**src/rtl/wb_uart_tx.sv**
```systemverilog
// Wishbone classic slave 8N1 UART transmitter with a TX FIFO and a programmable baud divisor.
// Define UART_TX_IRQ_EN to add the irq_o port and a writable CTRL[0] interrupt enable.
module wb_uart_tx #(
  parameter int          FIFO_DEPTH  = 16,
  parameter logic [15:0] DEFAULT_DIV = 16'd433
) (
  input  logic        clk_i,
  input  logic        rst_i,
  input  logic [29:0] adr_i,
  input  logic [31:0] dat_i,
  input  logic [3:0]  sel_i,
  input  logic        cyc_i,
  input  logic        stb_i,
  input  logic        we_i,
  output logic        ack_o,
  output logic [31:0] dat_o,
  output logic        tx_o
`ifdef UART_TX_IRQ_EN
  ,
  output logic        irq_o
`endif
);

  localparam int AW = (FIFO_DEPTH > 1) ? $clog2(FIFO_DEPTH) : 1;
  localparam int CW = AW + 1;

  typedef enum logic [1:0] {
    S_IDLE,
    S_START,
    S_DATA,
    S_STOP
  } state_t;

  logic           r_ack;
  logic [31:0]    r_dat;
  logic           r_tx;
  logic [7:0]     r_mem [FIFO_DEPTH];
  logic [AW-1:0]  r_wr_ptr;
  logic [AW-1:0]  r_rd_ptr;
  logic [CW-1:0]  r_count;
  logic [15:0]    r_div;
  logic           r_ovf;
  state_t         r_state;
  logic [15:0]    r_cnt;
  logic [2:0]     r_bit_idx;
  logic [7:0]     r_shift;
  logic [15:0]    r_div_lat;

  logic           w_req;
  logic           w_wr;
  logic           w_rd;
  logic           w_push_req;
  logic           w_push;
  logic           w_pop;
  logic           w_full;
  logic           w_empty;
  logic           w_busy;
  logic           w_stat_rd;
  logic [7:0]     w_count8;
  logic [7:0]     w_fifo_dout;
  logic [31:0]    w_rdata;
  logic           w_bit_end;
  logic           w_tx_nxt;
  state_t         w_state_nxt;
  logic           w_unused;

  assign w_unused = ^{adr_i[29:2], dat_i[31:16], sel_i[3:2]};

  // Bus decode: a request is only seen while ack_o is low, forcing a low cycle between acks.
  assign w_req      = cyc_i & stb_i & ~r_ack;
  assign w_wr       = w_req & we_i;
  assign w_rd       = w_req & ~we_i;
  assign w_push_req = w_wr & (adr_i[1:0] == 2'd0) & sel_i[0];
  assign w_stat_rd  = w_rd & (adr_i[1:0] == 2'd1);

  assign w_full      = (r_count == CW'(FIFO_DEPTH));
  assign w_empty     = (r_count == '0);
  assign w_push      = w_push_req & ~w_full;
  assign w_busy      = (r_state != S_IDLE);
  assign w_count8    = 8'(r_count);
  assign w_fifo_dout = r_mem[r_rd_ptr];

`ifdef UART_TX_IRQ_EN
  logic r_irq_en;
  logic r_irq;

  always_ff @(posedge clk_i) begin
    if (rst_i) begin
      r_irq_en <= 1'b0;
      r_irq    <= 1'b0;
    end else begin
      if (w_wr && adr_i[1:0] == 2'd3 && sel_i[0]) begin
        r_irq_en <= dat_i[0];
      end
      r_irq <= r_irq_en & w_empty & (r_state == S_IDLE);
    end
  end

  assign irq_o = r_irq;
`endif

  always_comb begin
    w_rdata = '0;
    case (adr_i[1:0])
      2'd1:    w_rdata = {16'h0, w_count8, 4'h0, r_ovf, w_busy, w_empty, w_full};
      2'd2:    w_rdata = {16'h0, r_div};
`ifdef UART_TX_IRQ_EN
      2'd3:    w_rdata = {31'h0, r_irq_en};
`endif
      default: w_rdata = '0;
    endcase
  end

  always_ff @(posedge clk_i) begin
    if (rst_i) begin
      r_ack <= 1'b0;
      r_dat <= '0;
      r_div <= DEFAULT_DIV;
      r_ovf <= 1'b0;
    end else begin
      r_ack <= w_req;
      r_dat <= w_rd ? w_rdata : '0;
      if (w_wr && adr_i[1:0] == 2'd2) begin
        if (sel_i[0]) r_div[7:0]  <= dat_i[7:0];
        if (sel_i[1]) r_div[15:8] <= dat_i[15:8];
      end
      // A dropped push wins over a simultaneous STAT read so the overflow is never lost.
      if (w_push_req && w_full) begin
        r_ovf <= 1'b1;
      end else if (w_stat_rd) begin
        r_ovf <= 1'b0;
      end
    end
  end

  always_ff @(posedge clk_i) begin
    if (rst_i) begin
      r_wr_ptr <= '0;
      r_rd_ptr <= '0;
      r_count  <= '0;
    end else begin
      if (w_push) r_wr_ptr <= r_wr_ptr + AW'(1);
      if (w_pop)  r_rd_ptr <= r_rd_ptr + AW'(1);
      r_count <= r_count + CW'(w_push) - CW'(w_pop);
    end
  end

  always_ff @(posedge clk_i) begin
    if (w_push) r_mem[r_wr_ptr] <= dat_i[7:0];
  end

  assign w_bit_end = (r_cnt == r_div_lat);

  // Frame sequencing: tx_o is registered from the current state, so it lags the state by one cycle.
  always_comb begin
    w_state_nxt = r_state;
    w_pop       = 1'b0;
    w_tx_nxt    = 1'b1;
    case (r_state)
      S_IDLE: begin
        w_tx_nxt = 1'b1;
        if (!w_empty) begin
          w_pop       = 1'b1;
          w_state_nxt = S_START;
        end
      end
      S_START: begin
        w_tx_nxt = 1'b0;
        if (w_bit_end) w_state_nxt = S_DATA;
      end
      S_DATA: begin
        w_tx_nxt = r_shift[0];
        if (w_bit_end && r_bit_idx == 3'd7) w_state_nxt = S_STOP;
      end
      S_STOP: begin
        w_tx_nxt = 1'b1;
        if (w_bit_end) begin
          if (!w_empty) begin
            w_pop       = 1'b1;
            w_state_nxt = S_START;
          end else begin
            w_state_nxt = S_IDLE;
          end
        end
      end
      default: begin
        w_state_nxt = S_IDLE;
      end
    endcase
  end

  always_ff @(posedge clk_i) begin
    if (rst_i) begin
      r_state   <= S_IDLE;
      r_tx      <= 1'b1;
      r_cnt     <= '0;
      r_bit_idx <= '0;
    end else begin
      r_state <= w_state_nxt;
      r_tx    <= w_tx_nxt;
      if (w_pop || r_state == S_IDLE || w_bit_end) begin
        r_cnt <= '0;
      end else begin
        r_cnt <= r_cnt + 16'd1;
      end
      if (w_pop) begin
        r_bit_idx <= '0;
      end else if (r_state == S_DATA && w_bit_end) begin
        r_bit_idx <= r_bit_idx + 3'd1;
      end
    end
  end

  // The divisor is latched at pop so DIV writes only affect the following frame.
  always_ff @(posedge clk_i) begin
    if (w_pop) begin
      r_shift   <= w_fifo_dout;
      r_div_lat <= r_div;
    end else if (r_state == S_DATA && w_bit_end) begin
      r_shift <= {1'b0, r_shift[7:1]};
    end
  end

  assign ack_o = r_ack;
  assign dat_o = r_dat;
  assign tx_o  = r_tx;

endmodule

```
**config.mk**
```make
export PLATFORM = sky130hd
export DESIGN_NAME = wb_uart_tx
export DESIGN_NICKNAME = d
export VERILOG_FILES = /design/src/rtl/wb_uart_tx.sv
export SDC_FILE = /design/constraint.sdc
export NUM_CORES = 1
export LEC_CHECK = 0
export CAP_MARGIN = 5
export CORE_MARGIN = 2
export CORE_UTILIZATION = 56
export DETAILED_ROUTE_END_ITERATION = 10
export PLACE_DENSITY = 0.88
export SLEW_MARGIN = 25
export SYNTH_ARGS = -nofsm -noshare
export SYNTH_HDL_FRONTEND = slang
export SYNTH_SLANG_ARGS = --single-unit
```
**constraint.sdc**
```tcl
create_clock -name clk_i -period 3.3 [get_ports clk_i]
set_input_delay 0.66 -clock clk_i [delete_from_list [all_inputs] [get_ports clk_i]]
set_output_delay 0.66 -clock clk_i [all_outputs]
set_load 0.03 [all_outputs]
```
After elaboration in Yosys (flattened, before gate mapping):

Memories as Yosys holds them, arrays and structs flattened. A register that Yosys moved wholly into a read port is not among the register bits.
Index checks and enable logic that the tools add are counted.

* flip-flop bits (word level): 109
* latch bits: 0
* bits in writable memories: 128
* ROM bits: 0
* input port bits: 71
* output and inout bits: 34
* memories: 1

Memory list
* r_mem: words 16, width 8, rd ports 1, clocked after Yosys merged registers in 1, wr ports 1, line 37 `logic [7:0] r_mem [FIFO_DEPTH];`

* add/subtract/negate cells: 6
* $mul: 0
* div/mod/pow operators: 0
* magnitude comparators: 0
* equal/unequal tests: 12
* shift operators: 0
* multiplexer cells: 19
* bitwise operators: 12
* reduce and logical (&&, ||, !) cells: 19

Operators with widths (number)
* $pmux W16 S2: 1
* $add A16 B1 Y16 const B: 1
* $eq A16 B16 Y1: 1
* $mux W8: 2
* $add A4 B1 Y4 const B: 2
* $and A1 B1 Y1: 8
* $mux W2: 4
* $mux W4: 2
* $ne A2 B2 Y1 const B: 4
* $pmux W2 S4: 1
* $reduce_or A2 Y1: 4
* $mux W1: 7
* $eq A2 B2 Y1 const B: 3
* $reduce_bool A2 Y1: 3
* $add A5 B1 Y5: 1
* $eq A5 B5 Y1 const B: 1
* $logic_not A5 Y1: 1
* $sub A5 B1 Y5: 1
* $eq A2 B1 Y1 const B: 2
* $logic_and A1 B1 Y1: 4
* $logic_not A2 Y1: 2
* $not A1 Y1: 4
* $reduce_and A2 Y1: 2
* $reduce_and A4 Y1: 1
* other kinds (5): 6

Logic depth before layout (Yosys ltp):

Gate-level depths: netlist of run 1.

* depth in word-level cells: 8
* depth in mapped cells: 15

Least setup slack after synthesis of run 1:

No wires, ideal clock.

* path kind: register to register
* start point: register r_state[0]
* end point: register r_count[4]
* library setup time: 0.071 ns
* arrival time: 2.636 ns
* data required time: 3.229 ns
* slack: 0.593 ns
* cell stages (with the launch flop): 15
* buffers on the path: 0
* clock period less this slack: 2.707 ns
* cells stage by stage: dfxtp_1 inv_1 ha_1 nor2_1 nand2_1 o21a_2 xnor2_1 ha_1 inv_1 fa_1 inv_1 a21oi_1 nor2_1 or3_1 a21oi_1

* longest elaborated chain between the ends: 3
* elaborated cells on any way between the ends: 4

Ends and longest elaborated chain
* start, declared: line 43 `state_t r_state;`
* start signal, assigned: line 199 `r_state <= w_state_nxt;`
* $eq A2 B2 Y1 / $logic_not A2 Y1 (equally long branches): line 159 `case (r_state)`
* $pmux W1 S2 (*): line 159
* $sub A5 B1 Y5 (*): line 144 `r_count <= r_count + CW'(w_push) - CW'(w_pop);`
* end signal, assigned: line 144
* end, declared: line 40 `logic [CW-1:0] r_count;`

Every way passes the cells marked *; elsewhere a longest branch is shown, timed or not.
A chain may end at the register's enable or synchronous reset.

Worst setup path in the final report of run 1:

* start point: register r_count[2]
* end point: register r_count[4]

* longest elaborated chain between the ends: 5
* elaborated cells on any way between the ends: 9

Ends and longest elaborated chain (line)
* $eq A5 B5 Y1 / $logic_not A5 Y1 (equally long branches): 76, 77
* $not A1 Y1 / $mux W1 (equally long branches): 78, 162, 178
* $and A1 B1 Y1 / $mux W1 (equally long branches): 78, 177
* $add A5 B1 Y5 / $pmux W1 S2 (equally long branches): 144, 159
* $sub A5 B1 Y5 (*): 144

Marks and branches as above.

==> metrics.yaml, run 1 <==
min_path_type: "reg2reg"
worst_r2r_path_depth: 15
seq_area_um2: 6030
root_buffer: "clkbuf_16"
path_class: "reg2reg"
final_layout_size_suffix_gt1_share_pct: 15.6
rows: 46
io_buffers: 42
antenna_found_initial: 0
clk_path_buf_depth: 3
grt_first_pass_wirelength_mm: 30.1
final_antenna_net_count: 0
ys_async_sr_fraction_pct: 0
final.period_utilization_pct: 91.1
ctsHoldBuffers: 0
drv_cap: 0
mostFrequentLayoutCells: "edfxtp_1 (152), dfxtp_1 (72), nor2_1 (68), clkdlybuf4s50_1 (42), xor2_1 (28)"
max_slew.worst_pin.slew_ns: 0.740
power.leakage_nw: 3.83
clkLatencyLatePin_ns: 0.52
avgSynthCellArea_um2: 15.4
crit_chain: "inv_1 -> ha_1 -> nor4b_2 -> nor2_1 -> nand2_1 -> o21a_2 -> xnor2_1 -> ha_1 -> inv_1 -> fa_1 -> inv_1 -> a21oi_1 -> nor2_1 -> or3_1 -> a21oi_1"
timing.rr.start: "r_count[2]"
rrSetupSlack_ns: 0.29
dp_hpwl_mm: 12.4
cts_tree: "built"
ys_warn_count: 0
grt_pass1_vias: 5475
die_h_um: 133
synth-seq-area-share_pct: 65.1
overflow: 0
ys.flop_type: "edfxtp_1"
cpMaxStageDelayCell: "nor4b_2"
whs_ns: 0.468
ios: 105
reg2reg_to: "r_count[4]"
cts_htree_levels: 1
clock_sinks: 225
via_per_inst: 5.82
start_util_pct: 57.8
grt_max_degree: 33
post_cts_resize_count: 0
fillers: 1027
synth_edf_count: 152
critPathLaunchType: "flip-flop"
core_um2: 16000
area_growth_pct: 16.7
avgRoutedWirePerCell_um: 21.2
cellPowerDensity_nw_per_um2: 720
max-vdd-ir-drop_v: 0.000494
synth_area_um2: 9250
dr.pass1.iters: 4
finalWirelength_mm: 19.2
cpMostUsedCell: "inv_1"
cts.reportedPaths.clkPinSlew_ns: 0.06
crit_path_end_kind: "flip-flop"
drtIter0Drc: 458
cts_setup_buffers: 0
hold_viol_final: 0
critical_path.max_fanout: 6
min_to: "r_div_lat[15]"
holdPathStages: 0
multi_input_area_um2: 2950
setup_viol: 0
cp_data_required_time_ns: 3.75
min_period_ns: 3.01
via_count: 5260
rsz0062_at_grt: "no"
place_congestion: 0.822
track_usage_pct: 22.0
final.setup.tns_ns: 0
die-area_um2: 17600
nNetsFinal: 765
postSynthCellCount: 599
cp_slowest_stage_delay_ns: 0.46
numCtsBuffers: 23
cp.arrival_ns: 3.45
slew_viol_final: 0
layout.cell_area.non_filler_um2: 10800
worstHoldStart: "r_div[15]"
synth_seq_cells: 225
dpl_cell_area_um2: 9960
diodes: 0
finalClockSkew_ns: 0.0280
drc: 0
slew_headroom_pct: 50.3
run_status: "finished clean"
fmax_mhz: 333
netlist-cell-type-count: 48
final_common_cell: "edfxtp_1"
die_x_um: 133
-- worst max-delay path by stage --
stage	from	endpoint	slack (ns)
floorplan	r_state[0]	r_count[4]	0.59
global placement	adr_i[0]	r_count[4]	0.33
detailed placement	adr_i[0]	r_count[4]	0.30
CTS	r_state[0]	r_count[4]	0.28
global route	r_state[0]	r_count[4]	0.04
finish	r_count[2]	r_count[4]	0.29
-- cell type report --
| type | count | share of cell area [%] |
|---|---|---|
| Sequential cell | 225 | 55.8 |
| Multi-Input combinational cell | 334 | 27.3 |
| Inverter | 18 | 0.672 |
| Timing Repair Buffer | 70 | 5.96 |
| Tap cell | 216 | 2.50 |
| Clock inverter | 12 | 1.78 |
| Clock buffer | 29 | 5.93 |
-- synthesized netlist by cell type (7+ instances only) --
master	n	share of area [%]
buf_4	18	1.5
a22oi_1	9	0.73
edfxtp_1	152	49
mux4_2	22	5.4
o21ai_0	10	0.54
nand2_1	24	0.97
xor2_1	28	2.7
mux2i_1	20	2.2
mux2_4	7	1.1
and2_1	8	0.54
nor2_1	68	2.8
clkbuf_1	8	0.32
dfxtp_1	73	16
xnor2_1	9	0.85
a21oi_1	7	0.38
inv_1	17	0.69
mux4_1	18	5.1
nand3_1	14	0.76
ha_1	21	2.8
-- power by group --
group,switching (W),internal [W]
Clock,0.00105,0.00177
Combinational,0.000774,0.000720
Sequential,0.000163,0.00329
Total,0.00199,0.00578
-- critical path: cells and delay by family (launching register included) --
family,cells,cell delay [ns]
AND/OR/NAND/NOR,5,1.21
adder cells (fa/ha/maj),3,0.60
AO/OA/AOI/OAI,3,0.47
flip-flops,1,0.33
buffers and inverters,3,0.23
XOR/XNOR,1,0.09
-- per-stage QoR --
step	utilization (%)	setup slack, ns	power, W	std cells
6_report	67.5	0.295	0.00777	904
5_1_grt	67.5	0.0418	0.00805	904
4_1_cts	67.5	0.282	0.00781	904
3_5_place_dp	62.3	0.300	0.00498	863
3_3_place_gp	62.3	0.329	0.00489	863
2_1_floorplan	-	0.593	0.00464	614
-- state kept, by name, indices dropped and copies added, names as in the netlist, 3 cells and up, named ones only --
register   count
r_count        5
r_div         16
r_bit_idx      3
r_mem        128
r_rd_ptr       4
r_shift        8
r_wr_ptr       4
r_cnt         16
r_div_lat     16
dat_o         16
-- per-layer routing --
metal	global-route usage (%)	up-vias	part of all wire [%]
li1	-	2348	-
met1	27.2	2647	40
met2	39.0	202	51
met3	3.68	63	5.2
met4	8.42	0	3.9
met5	0	-	0
-- logic make-up after synthesis --
kind of cell    Yosys count  synth area share, %
other cells               1               0.0405
buf+inv                  55                 3.61
xor+xnor                 37                 3.50
compound gates           35                 2.39
flops                   225                 65.1
simple gates            151                 7.78
mux                      73                 14.5
fa+ha+maj                22                 3.06
Power figures use the tool's default switching activity.
==> run 2: changes to the inputs <==
--- a/config.mk
+++ b/config.mk
@@ -7,9 +7,11 @@
 export LEC_CHECK = 0
 export CAP_MARGIN = 5
 export CORE_MARGIN = 2
-export CORE_UTILIZATION = 56
+export CORE_UTILIZATION = 58
+export CTS_BUF_LIST = sky130_fd_sc_hd__clkbuf_4
 export DETAILED_ROUTE_END_ITERATION = 10
-export PLACE_DENSITY = 0.88
+export MAX_ROUTING_LAYER = met4
+export PLACE_DENSITY = 0.9
 export SLEW_MARGIN = 25
 export SYNTH_ARGS = -nofsm -noshare
 export SYNTH_HDL_FRONTEND = slang
==> run 2 against run 1 <==
Effect of this change:
- global-route usage increased by 2.6 points
- die area decreased by 3.3%
- flip-flop and latch count unchanged
- critical path depth unchanged
- sequential share of layout area increased by 0.63 points
- register-to-register slack got worse by 0.05 ns
- via count increased by 4.4%
- cell count increased by 6.2%
- fmax decreased by 1.7%
- hold slack about the same
- count of clock-buffer cells in the layout increased by 49
- clock skew increased by 0.019 ns
- critical endpoint unchanged
- highest routed layer unchanged
==> metrics.yaml, run 2 (synthesis gave the netlist of run 1 again) <==
fillers: 979  # -4.7%
io_buffers: 42  # unchanged
ctsHoldBuffers: 0  # unchanged
cp_data_required_time_ns: 3.86  # +0.11 ns
timing.rr.start: "r_count[2]"
antenna_found_initial: 0  # unchanged
die_h_um: 130  # -1.7%
clkLatencyLatePin_ns: 0.67  # +0.15 ns
startpoint: "r_count[2]"
utilization_pct: 67.9  # +0.47 points
cts_tree: "built"
worst_r2r_path_depth: 15  # unchanged
fmax_mhz: 327  # -1.7%
dr.pass1.iters: 6  # +2
setup_viol: 0  # unchanged
finalWirelength_mm: 19.5  # +1.4%
power.leakage_nw: 3.84  # +0.34%
largest_reg_flops: 128  # unchanged
nNetsFinal: 795  # +3.9%
avgRoutedWirePerCell_um: 20.3  # -4.5%
cellPowerDensity_nw_per_um2: 679  # -5.7%
drc: 0  # unchanged
mostFrequentLayoutCells: "edfxtp_1 (152), clkbuf_4 (78), dfxtp_1 (72), nor2_1 (68), clkdlybuf4s50_1 (42)"
overflow: 0  # unchanged
cts_htree_levels: 2  # +1
regMostFlops: "r_mem"
root_buffer: "clkbuf_4"
path_class: "reg2reg"
max-vdd-ir-drop_v: 0.000402  # -19%
die-area_um2: 17000  # -3.3%
grt_first_pass_wirelength_mm: 30.0  # about the same
numCtsBuffers: 54  # +130%
grt_max_degree: 33  # unchanged
drtIter0Drc: 564  # +23%
ios: 105  # unchanged
reg2reg_to: "r_count[4]"
multi_input_area_um2: 2950  # unchanged
cts.reportedPaths.clkPinSlew_ns: 0.07  # about the same
hold_viol_final: 0  # unchanged
start_util_pct: 58.9  # +1.1 points
rows: 46  # unchanged
finalClockSkew_ns: 0.0468  # +0.0188 ns
via_count: 5492  # +4.4%
post_cts_resize_count: 0  # unchanged
min_path_type: "reg2reg"
final_layout_size_suffix_gt1_share_pct: 21.0  # +5.4 points
core_um2: 15700  # -1.8%
critical_path.max_fanout: 6  # unchanged
final.period_utilization_pct: 92.7  # +1.6 points
final_antenna_net_count: 0  # unchanged
slew_headroom_pct: 48.2  # -2.2 points
via_per_inst: 5.72  # -1.7%
seq_area_um2: 6030  # unchanged
slew_viol_final: 0  # unchanged
grt_pass1_vias: 5571  # +1.8%
area_growth_pct: 15.4
critPathLaunchType: "flip-flop"
drv_cap: 0  # unchanged
die_x_um: 130  # -1.7%
dp_hpwl_mm: 12.7  # +1.9%
final_common_cell: "edfxtp_1"
track_usage_pct: 24.7  # +2.6 points
final.setup.tns_ns: 0  # unchanged
rrSetupSlack_ns: 0.24  # -0.05 ns
crit_path_end_kind: "flip-flop"
clock_sinks: 225  # unchanged
rsz0062_at_grt: "no"
run_status: "finished clean"
clk_path_buf_depth: 3  # unchanged
cts_setup_buffers: 0  # unchanged
place_congestion: 0.839  # +2.1%
critical_path.endpoint: "r_count[4]"
min_period_ns: 3.06  # +0.0528 ns
max_slew.worst_pin.slew_ns: 0.772  # +0.0325 ns
cp.arrival_ns: 3.61  # +0.16 ns
## run 2: worst min path at each step
stage	from	to	slack (ns)	cells after the start
after global placement	r_div[4]	r_div_lat[4]	0.44	0
after detailed placement	r_div[5]	r_div_lat[5]	0.44	0
final	r_div[7]	r_div_lat[7]	0.47	0
after floorplan	r_div[13]	r_div_lat[13]	0.42	0
after CTS	r_div[14]	r_div_lat[14]	0.47	0
after global routing	r_div[14]	r_div_lat[14]	0.48	0
## run 2: power breakdown
part	switching (W)	leakage, nW	internal, W
Sequential	0.000148	1.96	0.00329
Combinational	0.000769	1.45	0.000713
Clock	0.00108	0.430	0.00125
## run 2: cell type report
cell class / instances / share of cell area, %
Antenna cell: 1 / 0.0234
Clock buffer: 78 / 5.49
Multi-Input combinational cell: 334 / 27.6
Inverter: 18 / 0.680
Clock inverter: 19 / 1.24
Tap cell: 216 / 2.53
Sequential cell: 225 / 56.5
Timing Repair Buffer: 69 / 5.95
## run 2: layer usage
| metal | share of wire (%) | GRT usage [%] |
|---|---|---|
| met1 | 38 | 29.5 |
| met2 | 51 | 40.9 |
| met3 | 8.4 | 6.36 |
| met4 | 2.3 | 8.73 |
| met5 | 0 | - |
## run 2: metrics by stage
stage | hold WS (ns) | instances | cell area (µm²) | setup slack [ns] | total power, W
2_1_floorplan | 0.421 | 614 | 9310 | 0.593 | 0.00464
3_3_place_gp | 0.441 | 862 | 9950 | 0.326 | 0.00488
6_report | 0.468 | 960 | 10700 | 0.242 | 0.00724
3_5_place_dp | 0.444 | 862 | 9950 | 0.251 | 0.00497
4_1_cts | 0.469 | 959 | 10700 | 0.288 | 0.00730
5_1_grt | 0.482 | 959 | 10700 | 0.0477 | 0.00759
## run 2: worst max-delay path, stage by stage (launching register included)
cell     delay (ns)
dfxtp_1        0.34
inv_1          0.11
ha_1           0.18
nor4b_2        0.50
nor2_1         0.21
nand2_1        0.14
o21a_2         0.20
xnor2_1        0.09
ha_1           0.21
inv_1          0.07
fa_1           0.19
inv_1          0.04
a21oi_1        0.14
nor2_1         0.07
or3_1          0.34
a21oi_1        0.15
==> run 3: changes to the inputs <==
--- a/config.mk
+++ b/config.mk
@@ -5,13 +5,13 @@
 export SDC_FILE = /design/constraint.sdc
 export NUM_CORES = 1
 export LEC_CHECK = 0
-export CAP_MARGIN = 5
+export CAP_MARGIN = 20
 export CORE_MARGIN = 2
-export CORE_UTILIZATION = 58
+export CORE_UTILIZATION = 60
 export CTS_BUF_LIST = sky130_fd_sc_hd__clkbuf_4
 export DETAILED_ROUTE_END_ITERATION = 10
 export MAX_ROUTING_LAYER = met4
-export PLACE_DENSITY = 0.9
+export PLACE_DENSITY = 0.92
 export SLEW_MARGIN = 25
 export SYNTH_ARGS = -nofsm -noshare
 export SYNTH_HDL_FRONTEND = slang
==> constraint.sdc (replaced) <==
create_clock -name clk_i -period 3.95 [get_ports clk_i]
set_input_delay 0.79 -clock clk_i [delete_from_list [all_inputs] [get_ports clk_i]]
set_output_delay 0.79 -clock clk_i [all_outputs]
set_load 0.03 [all_outputs]
==> run 3 against run 2 <==
Effect of this change:
- cell count decreased by 4.5%
- non-clock buffer count decreased by 17
- core utilization increased by 1.1 points
- highest routed layer unchanged
==> metrics.yaml, run 3 (synthesis gave the netlist of run 1 again) <==
run_status: "finished clean"
worst_r2r_path_depth: 13  # -2
drtIter0Drc: 507  # -10%
die-area_um2: 16400  # -3.2%
nNetsFinal: 777  # -2.3%
drc: 0  # unchanged
timing.rr.start: "r_div_lat[4]"
p_seq_share_pct: 49.5  # +2.1 points
grt_pass1_vias: 5530  # -0.74%
drv_cap: 0  # unchanged
p_sw_w: 0.00165  # -17%
place_congestion: 0.841  # +0.24%
min_path_type: "reg2reg"
dr.pass1.iters: 5  # -1
setup_viol: 0  # unchanged
finalWirelength_mm: 18.5  # -5.1%
comb_power_share_pct: 19.8  # -0.6 points
hold_viol_final: 0  # unchanged
crit_path_end_kind: "flip-flop"
max_slew.worst_pin.slew_ns: 0.823  # +0.0504 ns
fmax_mhz: 302  # -7.7%
clock_sinks: 225  # unchanged
core_um2: 15100  # -3.6%
cts_tree: "built"
grt_max_degree: 33  # unchanged
cellPowerDensity_nw_per_um2: 562  # -17%
min_to: "r_div_lat[5]"
via_count: 5329  # -3.0%
cp.arrival_ns: 3.88  # +0.27 ns
utilization_pct: 69.0  # +1.1 points
multi_input_area_um2: 2950  # unchanged
reg2reg_to: "r_count[4]"
clk_path_buf_depth: 3  # unchanged
avgRoutedWirePerCell_um: 20.1  # -0.67%
area_growth_pct: 13.0
pwr-share-clk_pct: 30.7  # -1.4 points
die_h_um: 128  # -1.6%
cts_htree_levels: 2  # unchanged
seq_area_um2: 6030  # unchanged
regMostFlops: "r_mem"
root_buffer: "clkbuf_4"
overflow: 0  # unchanged
cts_setup_buffers: 0  # unchanged
rsz0062_at_grt: "no"
largest_reg_flops: 128  # unchanged
slew_viol_final: 0  # unchanged
min_period_ns: 3.31  # +0.254 ns
cp_data_required_time_ns: 4.52  # +0.66 ns
numCtsBuffers: 53  # -1.9%
final_common_cell: "edfxtp_1"
ios: 105  # unchanged
track_usage_pct: 24.3  # -0.40 points
p_int_w: 0.00423  # -19%
ctsHoldBuffers: 0  # unchanged
post_cts_resize_count: 0  # unchanged
max-vdd-ir-drop_v: 0.000358  # -11%
clkLatencyLatePin_ns: 0.67  # about the same
mostFrequentLayoutCells: "edfxtp_1 (152), clkbuf_4 (77), dfxtp_1 (72), nor2_1 (68), clkdlybuf4s50_1 (42)"
via_per_inst: 5.81  # +1.6%
antenna_found_initial: 1  # +1
cts.reportedPaths.clkPinSlew_ns: 0.08  # about the same
dp_hpwl_mm: 12.3  # -2.8%
grt_first_pass_wirelength_mm: 29.1  # -3.0%
worstHoldStart: "r_div[5]"
io_buffers: 42  # unchanged
critPathLaunchType: "flip-flop"
final.period_utilization_pct: 83.9  # -8.8 points
final_antenna_net_count: 0  # unchanged
final.setup.tns_ns: 0  # unchanged
final_layout_size_suffix_gt1_share_pct: 18.4  # -2.6 points
start_util_pct: 61.1  # +2.2 points
path_class: "reg2reg"
rrSetupSlack_ns: 0.64  # +0.40 ns
finalClockSkew_ns: 0.0478  # +0.00101 ns
slew_headroom_pct: 44.9  # -3.2 points
fillers: 882  # -9.9%
die_x_um: 128  # -1.6%
rows: 45  # -2.2%
critical_path.max_fanout: 13  # +7
holdPathStages: 0  # unchanged
p_sw_share_pct: 28.1  # +0.54 points
power.leakage_nw: 3.72  # -3.2%
==> run 3: cell types whose count changed in the layout (fill, tap and decap cells not counted) <==
cell       change
clkinv_4       +2
buf_4         -16
clkbuf_4       -1
bufinv_16      -2
clkinv_1       +7
clkinv_2       -5
buf_12         -1
inv_2          +1
==> run 3: power groups by stage <==
| stage | clock (W) | combinational (W) | sequential [W] |
|---|---|---|---|
| after floorplan | 0 | 0.000999 | 0.00287 |
| after global placement | 0 | 0.00109 | 0.00294 |
| after detailed placement | 0 | 0.00116 | 0.00296 |
| after CTS | 0.00184 | 0.00117 | 0.00291 |
| after global routing | 0.00198 | 0.00125 | 0.00293 |
| final | 0.00181 | 0.00117 | 0.00291 |
==> run 3: per-stage QoR <==
stage	setup slack, ns	instance area (µm²)	hold slack, ns	power, W	cells
floorplan	1.17	9310	0.421	0.00387	614
global placement	0.725	9780	0.435	0.00404	817
detailed placement	0.635	9780	0.435	0.00412	817
CTS	0.680	10500	0.460	0.00592	916
global route	0.428	10500	0.474	0.00616	917
finish	0.638	10500	0.460	0.00588	917
==> run 3: worst max-delay path: stages (launching register included) <==
cell and delay (ns):
edfxtp_1 0.43, xor2_1 0.16, nor4_1 0.31, nand4_1 0.46, o21a_2 0.44, xnor2_1 0.16, ha_1 0.20, inv_1 0.08
fa_1 0.20, inv_1 0.05, a21oi_1 0.14, nor2_1 0.07, or3_1 0.35, a21oi_1 0.15
==> run 3: layout make-up <==
type                            instances  area share, %
Antenna cell                            1         0.0239
Clock buffer                           77           5.53
Clock inverter                         22          0.910
Inverter                               18          0.694
Multi-Input combinational cell        334           28.2
Sequential cell                       225           57.6
Tap cell                              188           2.25
Timing Repair Buffer                   52           4.74
==> run 3: routing by layer <==
metal / vias up / wire [µm] / GRT usage [%]
li1: 2408 / - / -
met1: 2669 / 7120 / 28.6
met2: 222 / 9810 / 42.0
met3: 30 / 1170 / 5.43
met4: 0 / 376 / 7.24
met5: - / 0 / -
==> run 3: how the worst max path moves through the flow <==
stage	endpoint	from	slack, ns	cells past startpoint
6_report	r_count[4]	r_div_lat[4]	0.64	13
5_1_grt	r_count[4]	r_div_lat[8]	0.43	13
4_1_cts	r_count[4]	r_div_lat[15]	0.68	13
3_5_place_dp	r_count[4]	adr_i[0]	0.63	15
3_3_place_gp	r_count[4]	adr_i[0]	0.73	15
2_1_floorplan	r_count[4]	adr_i[0]	1.17	13
